`src/rtl/fifo_reader_pkg.sv`:
```
// fifo_reader_pkg: shared state encoding, default sizes and stats helper for fifo_reader (stats under FIFO_READER_STATS_EN)
package fifo_reader_pkg;
   typedef enum logic [1:0] {IDLE = 2'd0, STREAM = 2'd1, LAST = 2'd2, COOL = 2'd3} state_t;
   localparam int DEF_DATA_WIDTH = 10;
   localparam int DEF_RD_LATENCY = 2;
   localparam int DEF_BUF_DEPTH = 4;
   localparam int STATS_W = 16;
   function automatic logic [STATS_W-1:0] sat_inc(input logic [STATS_W-1:0] v);
      return &v ? v : v + 1'b1;
   endfunction
endpackage

```
`src/rtl/fifo_reader_queue.sv`:
```
// reader_queue: circular buffer holding realigned FIFO words until the consumer takes them
module reader_queue import fifo_reader_pkg::*; #(
   parameter int W = DEF_DATA_WIDTH,
   parameter int DEPTH = DEF_BUF_DEPTH,
   localparam int AW = $clog2(DEPTH)
) (
   input  logic          clk,
   input  logic          reset,
   input  logic          wr_en,
   input  logic [W-1:0]  wr_data,
   input  logic          rd_en,
   output logic [W-1:0]  rd_data,
   output logic [AW:0]   count,
   output logic          full,
   output logic          empty
);
   logic [W-1:0]  mem [DEPTH];
   logic [AW-1:0] wr_ptr;
   logic [AW-1:0] rd_ptr;
   // storage has no reset; the head is masked to zero whenever the queue is empty
   always_ff @(posedge clk)
      if (wr_en) mem[wr_ptr] <= wr_data;
   // pointers wrap for free because DEPTH is a power of two
   always_ff @(posedge clk or negedge reset)
      if (!reset) begin
         wr_ptr <= '0;
         rd_ptr <= '0;
         count  <= '0;
      end else begin
         wr_ptr <= wr_ptr + AW'(wr_en);
         rd_ptr <= rd_ptr + AW'(rd_en);
         count  <= count + (AW+1)'(wr_en) - (AW+1)'(rd_en);
      end
   assign empty   = count == '0;
   assign full    = count == (AW+1)'(DEPTH);
   assign rd_data = empty ? '0 : mem[rd_ptr];
endmodule

```
`src/rtl/fifo_reader.sv`:
```
// fifo_reader: pops the FIFO under credit control, realigns read data and serves it over valid/ready (stats under FIFO_READER_STATS_EN)
module fifo_reader import fifo_reader_pkg::*; #(
   parameter int data_width = DEF_DATA_WIDTH,
   parameter int RD_LATENCY = DEF_RD_LATENCY,
   parameter int BUF_DEPTH = DEF_BUF_DEPTH,
   localparam int AW = $clog2(BUF_DEPTH),
   localparam int CW = $clog2(RD_LATENCY + 1)
) (
   input  logic                  clk,
   input  logic                  reset,
   input  logic                  empty_fifo,
   input  logic                  almost_empty_fifo,
   input  logic [data_width-1:0] FIFO_data_out,
   output logic                  pop,
   output logic [data_width-1:0] data_out,
   output logic                  valid_out,
   input  logic                  ready_in,
   output logic                  busy
`ifdef FIFO_READER_STATS_EN
   ,
   output logic [STATS_W-1:0]    word_cnt,
   output logic [STATS_W-1:0]    stall_cnt
`endif
);
   state_t                state;
   logic [1:0]            rst_meta;
   logic                  rst_s;
   logic [RD_LATENCY-1:0] sr;
   logic [CW-1:0]         cool_cnt;
   logic [AW:0]           q_count;
   logic                  q_full;
   logic                  q_empty;
   logic [AW+1:0]         committed;
   logic                  credit;
   // assert asynchronously, release two clocks after reset rises
   always_ff @(posedge clk or negedge reset)
      if (!reset) rst_meta <= '0;
      else rst_meta <= {rst_meta[0], 1'b1};
   assign rst_s = rst_meta[1];
   // the pop already on the wire is not yet in sr, so it is charged against the queue as well
   assign committed = (AW+2)'(q_count) + (AW+2)'($countones(sr)) + (AW+2)'(pop);
   assign credit    = committed < (AW+2)'(BUF_DEPTH);
   // track each pop until its word arrives RD_LATENCY cycles later
   always_ff @(posedge clk or negedge rst_s)
      if (!rst_s) sr <= '0;
      else sr <= RD_LATENCY'({sr, pop});
   // pop sequencing: stream while words remain, single pop for the last one, then wait out flag lag
   always_ff @(posedge clk or negedge rst_s)
      if (!rst_s) begin
         state    <= IDLE;
         pop      <= 1'b0;
         cool_cnt <= '0;
      end else begin
         pop <= 1'b0;
         case (state)
            IDLE:
               if (credit && almost_empty_fifo) state <= LAST;
               else if (credit && !empty_fifo) state <= STREAM;
            STREAM:
               if (empty_fifo) state <= IDLE;
               else if (almost_empty_fifo) state <= LAST;
               else pop <= credit;
            LAST:
               if (credit) begin
                  pop      <= 1'b1;
                  cool_cnt <= '0;
                  state    <= COOL;
               end
            COOL:
               if (cool_cnt == CW'(RD_LATENCY)) state <= IDLE;
               else cool_cnt <= cool_cnt + 1'b1;
         endcase
      end
   reader_queue #(.W(data_width), .DEPTH(BUF_DEPTH)) u_queue (
      .clk     (clk),
      .reset   (rst_s),
      .wr_en   (sr[RD_LATENCY-1] && !q_full),
      .wr_data (FIFO_data_out),
      .rd_en   (valid_out && ready_in),
      .rd_data (data_out),
      .count   (q_count),
      .full    (q_full),
      .empty   (q_empty)
   );
   assign valid_out = !q_empty;
   assign busy      = |sr || !q_empty;
`ifdef FIFO_READER_STATS_EN
   // saturating counts of delivered words and stalled cycles
   always_ff @(posedge clk or negedge rst_s)
      if (!rst_s) begin
         word_cnt  <= '0;
         stall_cnt <= '0;
      end else begin
         if (valid_out && ready_in) word_cnt <= sat_inc(word_cnt);
         if (valid_out && !ready_in) stall_cnt <= sat_inc(stall_cnt);
      end
`endif
endmodule

```
`config.mk`:
```
export PLATFORM = sky130hd
export DESIGN_NAME = fifo_reader
export DESIGN_NICKNAME = d
export VERILOG_FILES = /design/src/rtl/fifo_reader_pkg.sv /design/src/rtl/fifo_reader_queue.sv /design/src/rtl/fifo_reader.sv
export SDC_FILE = /design/constraint.sdc
export NUM_CORES = 1
export LEC_CHECK = 0
export CAP_MARGIN = 20
export CORE_AREA = 2 2 107 57
export DETAILED_ROUTE_END_ITERATION = 10
export DIE_AREA = 0 0 109 59
export MAX_ROUTING_LAYER = met4
export PLACE_DENSITY_LB_ADDON = 0.08
export SLEW_MARGIN = 10
export SYNTH_ARGS = -nofsm -noshare
export SYNTH_HDL_FRONTEND = slang
export SYNTH_SLANG_ARGS = --single-unit
```
`constraint.sdc`:
```
create_clock -name clk -period 1.7 [get_ports clk]
set_clock_uncertainty 0.15 [all_clocks]
set_input_delay 0.255 -clock clk [delete_from_list [all_inputs] [get_ports clk]]
set_output_delay 0.255 -clock clk [all_outputs]
set_load 0.005 [all_outputs]
```
---- Yosys cells after proc, flatten, opt, wreduce, memory -nomap -nowiden ----
Memory sizes are Yosys's and may differ from the RTL's.
Index checks and enable logic that the tools add are counted.
storage, ports and cells
  latch bits .............................. 0
  memories ................................ 1
  bits in read-only memories .............. 0
  input port bits ......................... 15
  register bits after elaboration ......... 16
  RAM bits ................................ 40
memory list
  name         depth  width  rd ports  clocked after memory_dff  write ports  RTL line                 source
  u_queue.mem  4      10     1         0                         1            fifo_reader_queue.sv:17  logic [W-1:0] mem [DEPTH];
cells by class
  $lt $le $gt $ge ......................... 1
  multiplexer cells ....................... 17
  div/mod/pow operators ................... 0
  reduce and logical (&&, ||, !) cells .... 14
  eq/ne operators ......................... 10
  bitwise logic cells ..................... 0
  multiply operators ...................... 0
  shifts and indexed selects .............. 0
  add/sub/neg operators ................... 8
operators with widths
  kind                   number
  $mux W2                8
  $mux W10               1
  $pmux W2 S4            1
  $eq A2 B2 Y1 const B   3
  $ne A2 B2 Y1 const B   3
  $ne A3 B3 Y1 const B   2
  $mux W1                5
  $add A2 B1 Y2          2
  $add A3 B2 Y4          1
  $add A4 B1 Y4          1
  $logic_and A1 B1 Y1    4
  $lt A4 B3 Y1 const B   1
  $pmux W2 S2            1
  $reduce_and A4 Y1      1
  $add A3 B1 Y3          1
  $eq A3 B3 Y1 const B   1
  $logic_not A1 Y1       3
  $logic_not A3 Y1       1
  $reduce_and A3 Y1      1
  $sub A3 B1 Y3          1
  $add A1 B1 Y2          1
  $add A2 B1 Y2 const B  1
  $eq A2 B1 Y1 const B   1
  $logic_not A2 Y1       1
  other kinds (4)        4

---- Depth between registers and ports, before layout ----
Gate-level depths: netlist of the first run.
  depth after elaboration ................. 8
  depth in mapped cells ................... 10
  depth with buffers taken out ............ 10

---- Cells and area by module ----
From an unflattened synthesis of the first run, not the netlist that was laid out.
unflattened totals
  cell total of the unflattened synthesis .. 152
  area total of the unflattened synthesis .. 2447.3 sq um
modules (own cells, without submodules)
  module        instances  cells an instance  seq. area each (sq um)  area an instance (sq um)
  reader_queue  1          91                 1376.3                  1850.5
  fifo_reader   1          61                 225.2                   596.8

---- Least setup slack after synthesis of the first run ----
Ideal clock, no wire load.
  path kind ............................... reg2reg
  from .................................... reg u_queue.count[1]
  to ...................................... reg u_queue.count[2]
  data required time ...................... 1.425 ns
  stages on the path, launching flop included .. 11
  arrival ................................. 2.194 ns
  buffers on the path ..................... 1
  setup slack ............................. -0.769 ns
  library setup time ...................... 0.125 ns
  path through ............................ dfrtp_1 nor3_1 clkbuf_1 nor2b_1 ha_1 inv_1 ha_1 inv_1 fa_1 xnor2_1 xnor2_1
on the way
  longest elaborated chain between the ends .. 5
  elaborated cells between the ends (all ways) .. 8
RTL lines
  item                    RTL line                 source
  from (decl)             fifo_reader_queue.sv:13  output logic [AW:0] count,
  from (signal assigned)  fifo_reader_queue.sv:32  count <= count + (AW+1)'(wr_en) - (AW+1)'(rd_en);
  $eq A3 B3 Y1            fifo_reader_queue.sv:35  assign full = count == (AW+1)'(DEPTH);
  $logic_not A1 Y1        fifo_reader.sv:77        .wr_en (sr[RD_LATENCY-1] && !q_full),
  $logic_and A1 B1 Y1     fifo_reader.sv:77
  $add A3 B1 Y3           fifo_reader_queue.sv:32
  $sub A3 B1 Y3 (*)       fifo_reader_queue.sv:32
Mark *: on every way between the ends. The rest lies on a longest branch, timed or not.
A chain may end at the register's enable or synchronous reset.

---- Worst setup path after layout of the first run ----
  from .................................... reg u_queue.count[0]
  to ...................................... reg u_queue.count[2]
Same word-level chain as after synthesis.

==> results.ini, run 1 <==
[status]
outcome=finished, violations left
violations=setup timing

[critical_path]
path_class=register to register
crit_family=adder cells
crit_path_start_kind=register
crit_required_ns=1.74
worst-path-buf-inv=4
slowest_delay_ns=0.43
r2r_end=u_queue.count[2]
crit_chain=buf_6 > nor3_4 > buf_6 > nor2b_4 > ha_4 > inv_4 > ha_4 > inv_2 > fa_2 > xnor2_2 > xnor2_1
arrival_ns=2.25
critPathCaptureType=register
ff2ff_setup_slack_ns=-0.51
reg2reg_from=u_queue.count[0]
crit_path_max_fanout=3
reg2reg_depth=11
crit_slowest_cell=dfrtp_2

[grt]
grtUsageTotal_pct=16.2
grt_first_pass_wirelength_mm=7.36
grt_max_degree=19
grt_pass1_vias=1488
grt_overflow=0
antenna_found_initial=0

[timing]
fmax_mhz=453
fin_crit_ns=2.21
hold_violations=0
slew_headroom_pct=60.0
rsz0062_at_grt=yes
maxSlewViolCount=0
whs_ns=0.102
period_share_pct=130
fin_ws_ns=-0.505
finalSetupViolCount=33
tightestPinTransition_ns=0.601

[floorplan]
die_w_um=109
start_util_pct=45.0
core_um2=5400
std_cell_rows=19
io_pins=28
die_area_um2=6430
fp.dieH_um=59

[flow_run]
cap_violations=0

[place]
io_buffers=27
placed_cells=275
place_hpwl_mm=2.92
gp_congestion=0.815

[routing]
routed_wirelength_mm=4.66
drc_errors=0
wire_per_inst_um=15.5
antenna_left=0
vias=1462
drt_iter0_drc=53
via_per_inst=4.86
dr.pass1.iters=4

[cts]
root_buffer=clkbuf_8
htree_num_levels=2
cts_made_buffers=5
cts_sinks=56
cts.reportedPaths.clkPinSlew_ns=0.09
cts_buffer_depth=2
tritoncts=yes
clock_latency_ns=0.30

[finish]
utilization_pct=64.2
nets=255
n_antenna_cell=0
stdcell_count=301
area_delta_synth_final_pct=42.9
post_route_cells_drive_above_1_share_pct=48.7

[yosys]
ys_types=33
synthCells=152
syn-cell-area_um2=2430
seq_area_frac_synth_pct=66.0
ys.warnings.count=0
syn_area_per_cell_um2=16.0
synth_nets=180
synth-seq-cells=56

[power]
p_per_area_nw_per_um2=1570
power_leakage_nw=1.38
vdd_drop_max_mv=0.792

[min_path]
hold_path_class=register to async pin

worst max path at each step:
stage	from	endpoint	slack, ns	cells after the start
floorplan	u_queue.count[1]	u_queue.count[2]	-0.53	10
global placement	ready_in	u_queue.count[2]	-0.51	9
detailed placement	ready_in	u_queue.count[2]	-0.55	9
CTS	u_queue.count[0]	state[1]	-0.51	8
global route	pop	state[0]	-0.59	9
finish	u_queue.count[0]	u_queue.count[2]	-0.51	11
worst register-to-register path, cell delays in order, from the launching register on:
cell and delay [ns]:
dfrtp_2 0.43, buf_6 0.12, nor3_4 0.20, buf_6 0.13, nor2b_4 0.04, ha_4 0.21
inv_4 0.05, ha_4 0.12, inv_2 0.03, fa_2 0.34, xnor2_2 0.14, xnor2_1 0.12
where the power goes:
group,switching [W],internal (W)
clock network,0.000428,0.000293
logic,0.00111,0.00172
registers,0.000202,0.00169
total,0.00174,0.00371
logic make-up after synthesis:
logic type	Yosys count	share of synthesized area, %
other	1	0.155
xor gates and xnor gates	4	1.44
and+or+nand+nor	35	7.89
buffers and inverters	18	2.99
AOI/OAI and AO/OA	12	3.56
muxes	13	10.6
adders and majority gates	13	7.32
DFF	56	66.0
per-layer routing:
layer	track usage (%)	wire length [um]	up-vias
met5	-	0	-
met1	19.5	1970	729
met2	28.5	2500	21
met3	3.74	164	5
li1	-	-	707
met4	3.30	34	0
cell usage in the layout, fill, tap and decap left out, types with 5 or more instances in the layout:
master / instances
buf_2: 10
buf_4: 19
buf_6: 19
clkbuf_8: 5
clkdlybuf4s50_1: 14
dfrtp_1: 13
edfxtp_1: 40
ha_1: 7
inv_1: 7
inv_2: 6
mux4_2: 10
nor2b_1: 7
cell type report:
class                   count  area [um^2]
clock buffers               5         68.8
clock inverters             3         21.3
fillers                   391         1930
inverters                  15         61.3
multi-input cells          78          918
flip-flops and latches     56         1610
well taps                  73         91.3
repair buffers             71          701
flip-flops by register name (all words and copies together), names as in the netlist:
signal	count
cool_cnt	2
pop	1
rst_meta	2
sr	2
state	2
u_queue.count	3
u_queue.mem	40
u_queue.rd_ptr	2
u_queue.wr_ptr	2
repair_timing:
item                                   in CTS  in global routing
endpoints found under the hold margin       2                  0
setup buffers                              19                  4
hold buffers                                1                  0
pin swaps                                  10                  6
resized for setup                          83                 25
cloned                                      1                  1
setup endpoints to repair                  19                 61
stage by stage:
step                      TNS [ns]  worst slack (ns)  total power [W]  cell area [um^2]
after floorplan              -6.68            -0.531          0.00304              2450
after global placement       -6.18            -0.508          0.00405              3030
after detailed placement     -6.48            -0.550          0.00410              3030
after CTS                   -11.87            -0.515          0.00529              3380
after global routing         -9.41            -0.594          0.00581              3470
final                        -7.18            -0.505          0.00544              3470
Yosys cell counts:
library cell	n	share of area [%]
edfxtp_1	40	50
dfrtp_1	16	17
inv_1	15	2.3
ha_1	11	5.7
nor2b_1	11	2.8
mux4_2	10	9.3
nand2_1	7	1.1
nor2_1	6	0.93
nor3b_1	3	0.93
o21ai_0	3	0.62
a21oi_1	2	0.41
fa_1	2	1.7
nand3b_1	2	0.62
nor3_1	2	0.41
o22ai_1	2	0.52
xnor2_1	2	0.72
xor2_1	2	0.72
a221o_1	1	0.41
a221oi_2	1	0.62
and3_1	1	0.26
buf_2	1	0.21
buf_4	1	0.31
clkbuf_1	1	0.15
conb_1	1	0.15
mux2_1	1	0.46
mux2_2	1	0.46
mux2i_1	1	0.41
nand3_1	1	0.21
nand4b_1	1	0.36
o211ai_1	1	0.31
o21ai_2	1	0.36
o31ai_1	1	0.31
or3_1	1	0.26
Power figures use the tool's default switching activity.
==> run 2, diff against run 1 <==
- SKIP_LAST_GASP: unset -> 1
==> results.ini, run 2 (synthesis gave the netlist of run 1 again) <==
[critical_path]
slowest_delay_ns=0.43  ; about the same
crit_path_start_kind=register
worst-path-buf-inv=4  ; unchanged
path_class=register to register
crit_family=adder cells
critPathCaptureType=register
crit_required_ns=1.75  ; about the same
crit_path_max_fanout=3  ; unchanged
crit_chain=buf_6 > nor3_4 > buf_6 > nor2b_4 > ha_4 > inv_4 > ha_4 > inv_2 > fa_2 > xnor2_2 > xnor2_1
crit_slowest_cell=dfrtp_2
arrival_ns=2.24  ; about the same

[routing]
via_per_inst=4.86  ; about the same
antenna_left=0  ; unchanged
dr.pass1.iters=4  ; unchanged
vias=1478  ; +1.1%
drc_errors=0  ; unchanged
wl_met1_mm=2.07  ; +5.3%
wl_met2_mm=2.49  ; -0.24%
drt_iter0_drc=40  ; -25%
routed_wirelength_mm=4.79  ; +2.7%
highest_layer=met4
wire_per_inst_um=15.8  ; +1.7%
wl_met3_um=191  ; +16%

[cts]
htree_num_levels=2  ; unchanged
cts_sinks=56  ; unchanged
cts_made_buffers=5  ; unchanged
cts_buffer_depth=2  ; unchanged
clock_latency_ns=0.30  ; about the same
root_buffer=clkbuf_8
cts.reportedPaths.clkPinSlew_ns=0.10  ; about the same
tritoncts=yes

[floorplan]
die_area_um2=6430  ; unchanged
io_pins=28  ; unchanged
start_util_pct=45.0  ; unchanged
core_um2=5400  ; unchanged
std_cell_rows=19  ; unchanged
fp.dieH_um=59  ; unchanged
die_w_um=109  ; unchanged

[power]
p_per_area_nw_per_um2=1570  ; about the same
power.total_w=0.00548  ; +0.57%
power_leakage_nw=1.40  ; +1.7%
vdd_drop_max_mv=0.779  ; -1.7%

[timing]
fmax_mhz=456  ; +0.48%
period_share_pct=129  ; -0.62 points
tns_ns=-7.68  ; -0.501 ns
fin_ws_ns=-0.495  ; +0.0105 ns
fin_crit_ns=2.19  ; -0.0105 ns
maxSlewViolCount=0  ; unchanged
rsz0062_at_grt=yes
slew_headroom_pct=59.7  ; -0.26 points
hold_violations=0  ; unchanged
finalSetupViolCount=40  ; +21%
tightestPinTransition_ns=0.604  ; +0.00388 ns

[finish]
nets=258  ; +1.2%
post_route_cells_drive_above_1_share_pct=48.9  ; +0.23 points
reg_top3=u_queue.mem (40), u_queue.count (3)
largest_reg_flops=40  ; unchanged
largest-register=u_queue.mem
final_cell_mix=edfxtp_1, buf_4, buf_6, clkdlybuf4s50_1, dfrtp_1
area_delta_synth_final_pct=43.8
n_antenna_cell=0  ; unchanged
num-fill-cells=388  ; -0.77%
layout_commonest_cell=edfxtp_1

[flow_run]
cap_violations=0  ; unchanged

[place]
gp_congestion=0.815  ; unchanged
io_buffers=27  ; unchanged
place_hpwl_mm=2.92  ; unchanged

[grt]
grt_overflow=0  ; unchanged
grt_pass1_vias=1492  ; +0.27%
grt_max_degree=19  ; unchanged
antenna_found_initial=0  ; unchanged
grt_first_pass_wirelength_mm=7.36  ; about the same
grtUsageTotal_pct=16.2  ; +0.025 points

[min_path]
hold_path_class=register to async pin

[status]
outcome=finished, violations left
violations=setup timing

-- run 2: power breakdown --
group | leakage, nW | switching, W | internal (W)
registers | 0.555 | 0.000221 | 0.00169
clock network | 0.0445 | 0.000435 | 0.000293
logic | 0.805 | 0.00111 | 0.00173
total | 1.40 | 0.00176 | 0.00371
-- run 2: layout make-up --
type                    count  area (um^2)  area share (%)
inverters                  15         61.3            1.76
repair buffers             74          722            20.7
multi-input cells          78          918            26.3
well taps                  73         91.3            2.62
flip-flops and latches     56         1610            46.0
clock buffers               5         68.8            1.97
clock inverters             3         21.3           0.610
-- run 2: what timing repair did --
| item | CTS | global route |
|---|---|---|
| resized for setup | 76 | 38 |
| endpoints found under the setup margin | 19 | 61 |
| hold buffers | 1 | 0 |
| gates cloned | 1 | 3 |
| pin swaps | 10 | 5 |
| setup buffers | 19 | 6 |
| hold endpoints to repair | 2 | 0 |
-- run 2: metrics by stage --
step / std cells / hold WS [ns] / utilization [%] / worst slack, ns / instance area [um^2]
CTS: 300 / 0.130 / 62.1 / -0.515 / 3350
global route: 304 / 0.173 / 64.6 / -0.591 / 3490
global placement: 275 / 0.121 / 56.2 / -0.508 / 3030
detailed placement: 275 / 0.123 / 56.2 / -0.550 / 3030
finish: 304 / 0.104 / 64.6 / -0.495 / 3490
floorplan: 152 / -0.191 / - / -0.531 / 2450
-- run 2: routing by layer --
layer  vias to the layer above  track usage, %
li1                        712               -
met1                       738            19.3
met2                        23            28.8
met3                         5            3.74
met4                         0            3.30
met5                         -               -
-- run 2: final timing paths --
| check | startpoint | end | slack (ns) | cells after the start |
|---|---|---|---|---|
| setup / recovery | u_queue.count[0] | u_queue.count[2] | -0.49 | 11 |
| hold / removal | rst_meta[1] | cool_cnt[0] | 0.10 | 0 |
| setup reg to reg | u_queue.count[0] | u_queue.count[2] | -0.49 | 11 |
| hold reg to reg | rst_meta[1] | cool_cnt[0] | 0.10 | 0 |
| max in group asynchronous | reset | rst_meta[1] | 0.80 | 2 |
| min in group clk | rst_meta[0] | rst_meta[1] | 0.21 | 0 |
==> run 3, diff against run 2 <==
- CORE_AREA: 2 2 107 57 -> 2 2 91 67
- DIE_AREA: 0 0 109 59 -> 0 0 93 69
==> results.ini, run 3 (synthesis gave the netlist of run 1 again) <==
[finish]
largest-register=u_queue.mem
utilization_pct=63.8  ; -0.85 points
largest_reg_flops=40  ; unchanged
nets=263  ; +1.9%
post_route_cells_drive_above_1_share_pct=49.6  ; +0.66 points
final_cell_mix=edfxtp_1, buf_6, buf_4, dfrtp_1, clkdlybuf4s50_1
stdcell_count=311  ; +2.3%
layout_commonest_cell=edfxtp_1
area_delta_synth_final_pct=45.3
reg_top3=u_queue.mem (40), u_queue.count (3)
n_antenna_cell=0  ; unchanged

[power]
vdd_drop_max_mv=0.805  ; +3.4%
power_leakage_nw=1.42  ; +1.4%
p_per_area_nw_per_um2=1570  ; +0.16%

[timing]
tightestPinTransition_ns=0.625  ; +0.0210 ns
tns_ns=-9.21  ; -1.52 ns
slew_headroom_pct=58.3  ; -1.4 points
whs_ns=0.109  ; +0.00480 ns
maxSlewViolCount=0  ; unchanged
rsz0062_at_grt=yes
hold_violations=0  ; unchanged
period_share_pct=133  ; +4.3 points
fmax_mhz=441  ; -3.2%
finalSetupViolCount=46  ; +15%
fin_ws_ns=-0.568  ; -0.0732 ns
fin_crit_ns=2.27  ; +0.0732 ns

[cts]
htree_num_levels=2  ; unchanged
clock_latency_ns=0.31  ; about the same
cts_made_buffers=5  ; unchanged
cts.reportedPaths.clkPinSlew_ns=0.10  ; about the same
cts_buffer_depth=2  ; unchanged
cts_sinks=56  ; unchanged
root_buffer=clkbuf_8
tritoncts=yes

[grt]
grt_overflow=0  ; unchanged
grt_pass1_vias=1590  ; +6.6%
grt_first_pass_wirelength_mm=7.86  ; +6.9%
antenna_found_initial=0  ; unchanged
grtUsageTotal_pct=16.4  ; +0.23 points
grt_max_degree=19  ; unchanged

[floorplan]
start_util_pct=43.9  ; -1.0 points
die_w_um=93  ; -15%
core_um2=5530  ; +2.4%
fp.dieH_um=69  ; +17%
io_pins=28  ; unchanged
std_cell_rows=23  ; +4
die_area_um2=6420  ; -0.22%

[critical_path]
crit_path_start_kind=register
arrival_ns=2.31  ; +0.07 ns
crit_path_max_fanout=2  ; -1
ff2ff_setup_slack_ns=-0.57  ; -0.07 ns
path_class=register to register
critPathCaptureType=register
crit_required_ns=1.75  ; about the same

[place]
placed_cells=278  ; +1.1%
io_buffers=27  ; unchanged
gp_congestion=0.734  ; -9.9%
place_hpwl_mm=3.00  ; +2.9%

[routing]
wire_per_inst_um=15.5  ; -1.5%
drt_iter0_drc=71  ; +78%
vias=1532  ; +3.7%
via_per_inst=4.93  ; +1.3%
dr.pass1.iters=6  ; +2
drc_errors=0  ; unchanged
antenna_left=0  ; unchanged
routed_wirelength_mm=4.82  ; +0.73%

[status]
outcome=finished, violations left
violations=setup timing

[flow_run]
cap_violations=0  ; unchanged

[min_path]
hold_path_class=register to async pin

[run 3: per-stage QoR]
step | setup slack, ns | cell area [um^2] | total power [W]
finish | -0.568 | 3520 | 0.00554
global route | -0.680 | 3520 | 0.00591
CTS | -0.523 | 3400 | 0.00531
detailed placement | -0.529 | 3030 | 0.00409
global placement | -0.474 | 3030 | 0.00401
floorplan | -0.531 | 2450 | 0.00304
[run 3: final cells by class]
type	instances	area (um^2)
Tap cell	75	93.8
Inverter	15	66.3
Multi-Input combinational cell	79	950
Fill cell	422	2000
Clock buffer	5	68.8
Sequential cell	56	1600
Clock inverter	3	22.5
Timing Repair Buffer	78	721
[run 3: metal layers]
metal  routed length [um]  vias to the layer above  track usage, %  part of all wire, %
li1                     -                      727               -                    -
met1                 2290                      776            22.4                   47
met2                 2370                       24            26.2                   49
met3                  136                        5            3.50                  2.8
met4                   24                        0            2.94                 0.50
met5                    0                        -               -                    0
[run 3: critical path, cell delays in order, from the launching register on]
cell	delay [ns]
dfrtp_1	0.37
inv_2	0.05
fa_2	0.38
inv_2	0.08
ha_4	0.19
nand4b_1	0.12
nand3b_1	0.10
a221oi_2	0.34
mux2_1	0.37
[run 3: worst paths after layout]
kind / startpoint / endpoint / cells after the start
worst max-delay path: pop / state[1] / 8
worst min-delay path: rst_meta[1] / pop / 0
worst max register to register: pop / state[1] / 8
worst min register to register: rst_meta[1] / pop / 0
max in group asynchronous: reset / rst_meta[1] / 2
min in group clk: rst_meta[0] / rst_meta[1] / 0
[run 3: power breakdown]
| part | total (W) | leakage, nW | switching (W) | internal (W) |
|---|---|---|---|---|
| logic | 0.00292 | 0.819 | 0.00118 | 0.00175 |
| clock network | 0.000728 | 0.0485 | 0.000432 | 0.000296 |
| registers | 0.00189 | 0.557 | 0.000204 | 0.00168 |
| total | 0.00554 | 1.42 | 0.00181 | 0.00373 |
[run 3: timing repair]
| item | in CTS | in global routing |
|---|---|---|
| setup buffers | 20 | 9 |
| gates resized for setup | 90 | 41 |
| endpoints found under the hold margin | 2 | 0 |
| pin swaps | 6 | 11 |
| hold buffers | 1 | 0 |
| gates cloned | 3 | 1 |
| endpoints found under the setup margin | 50 | 62 |
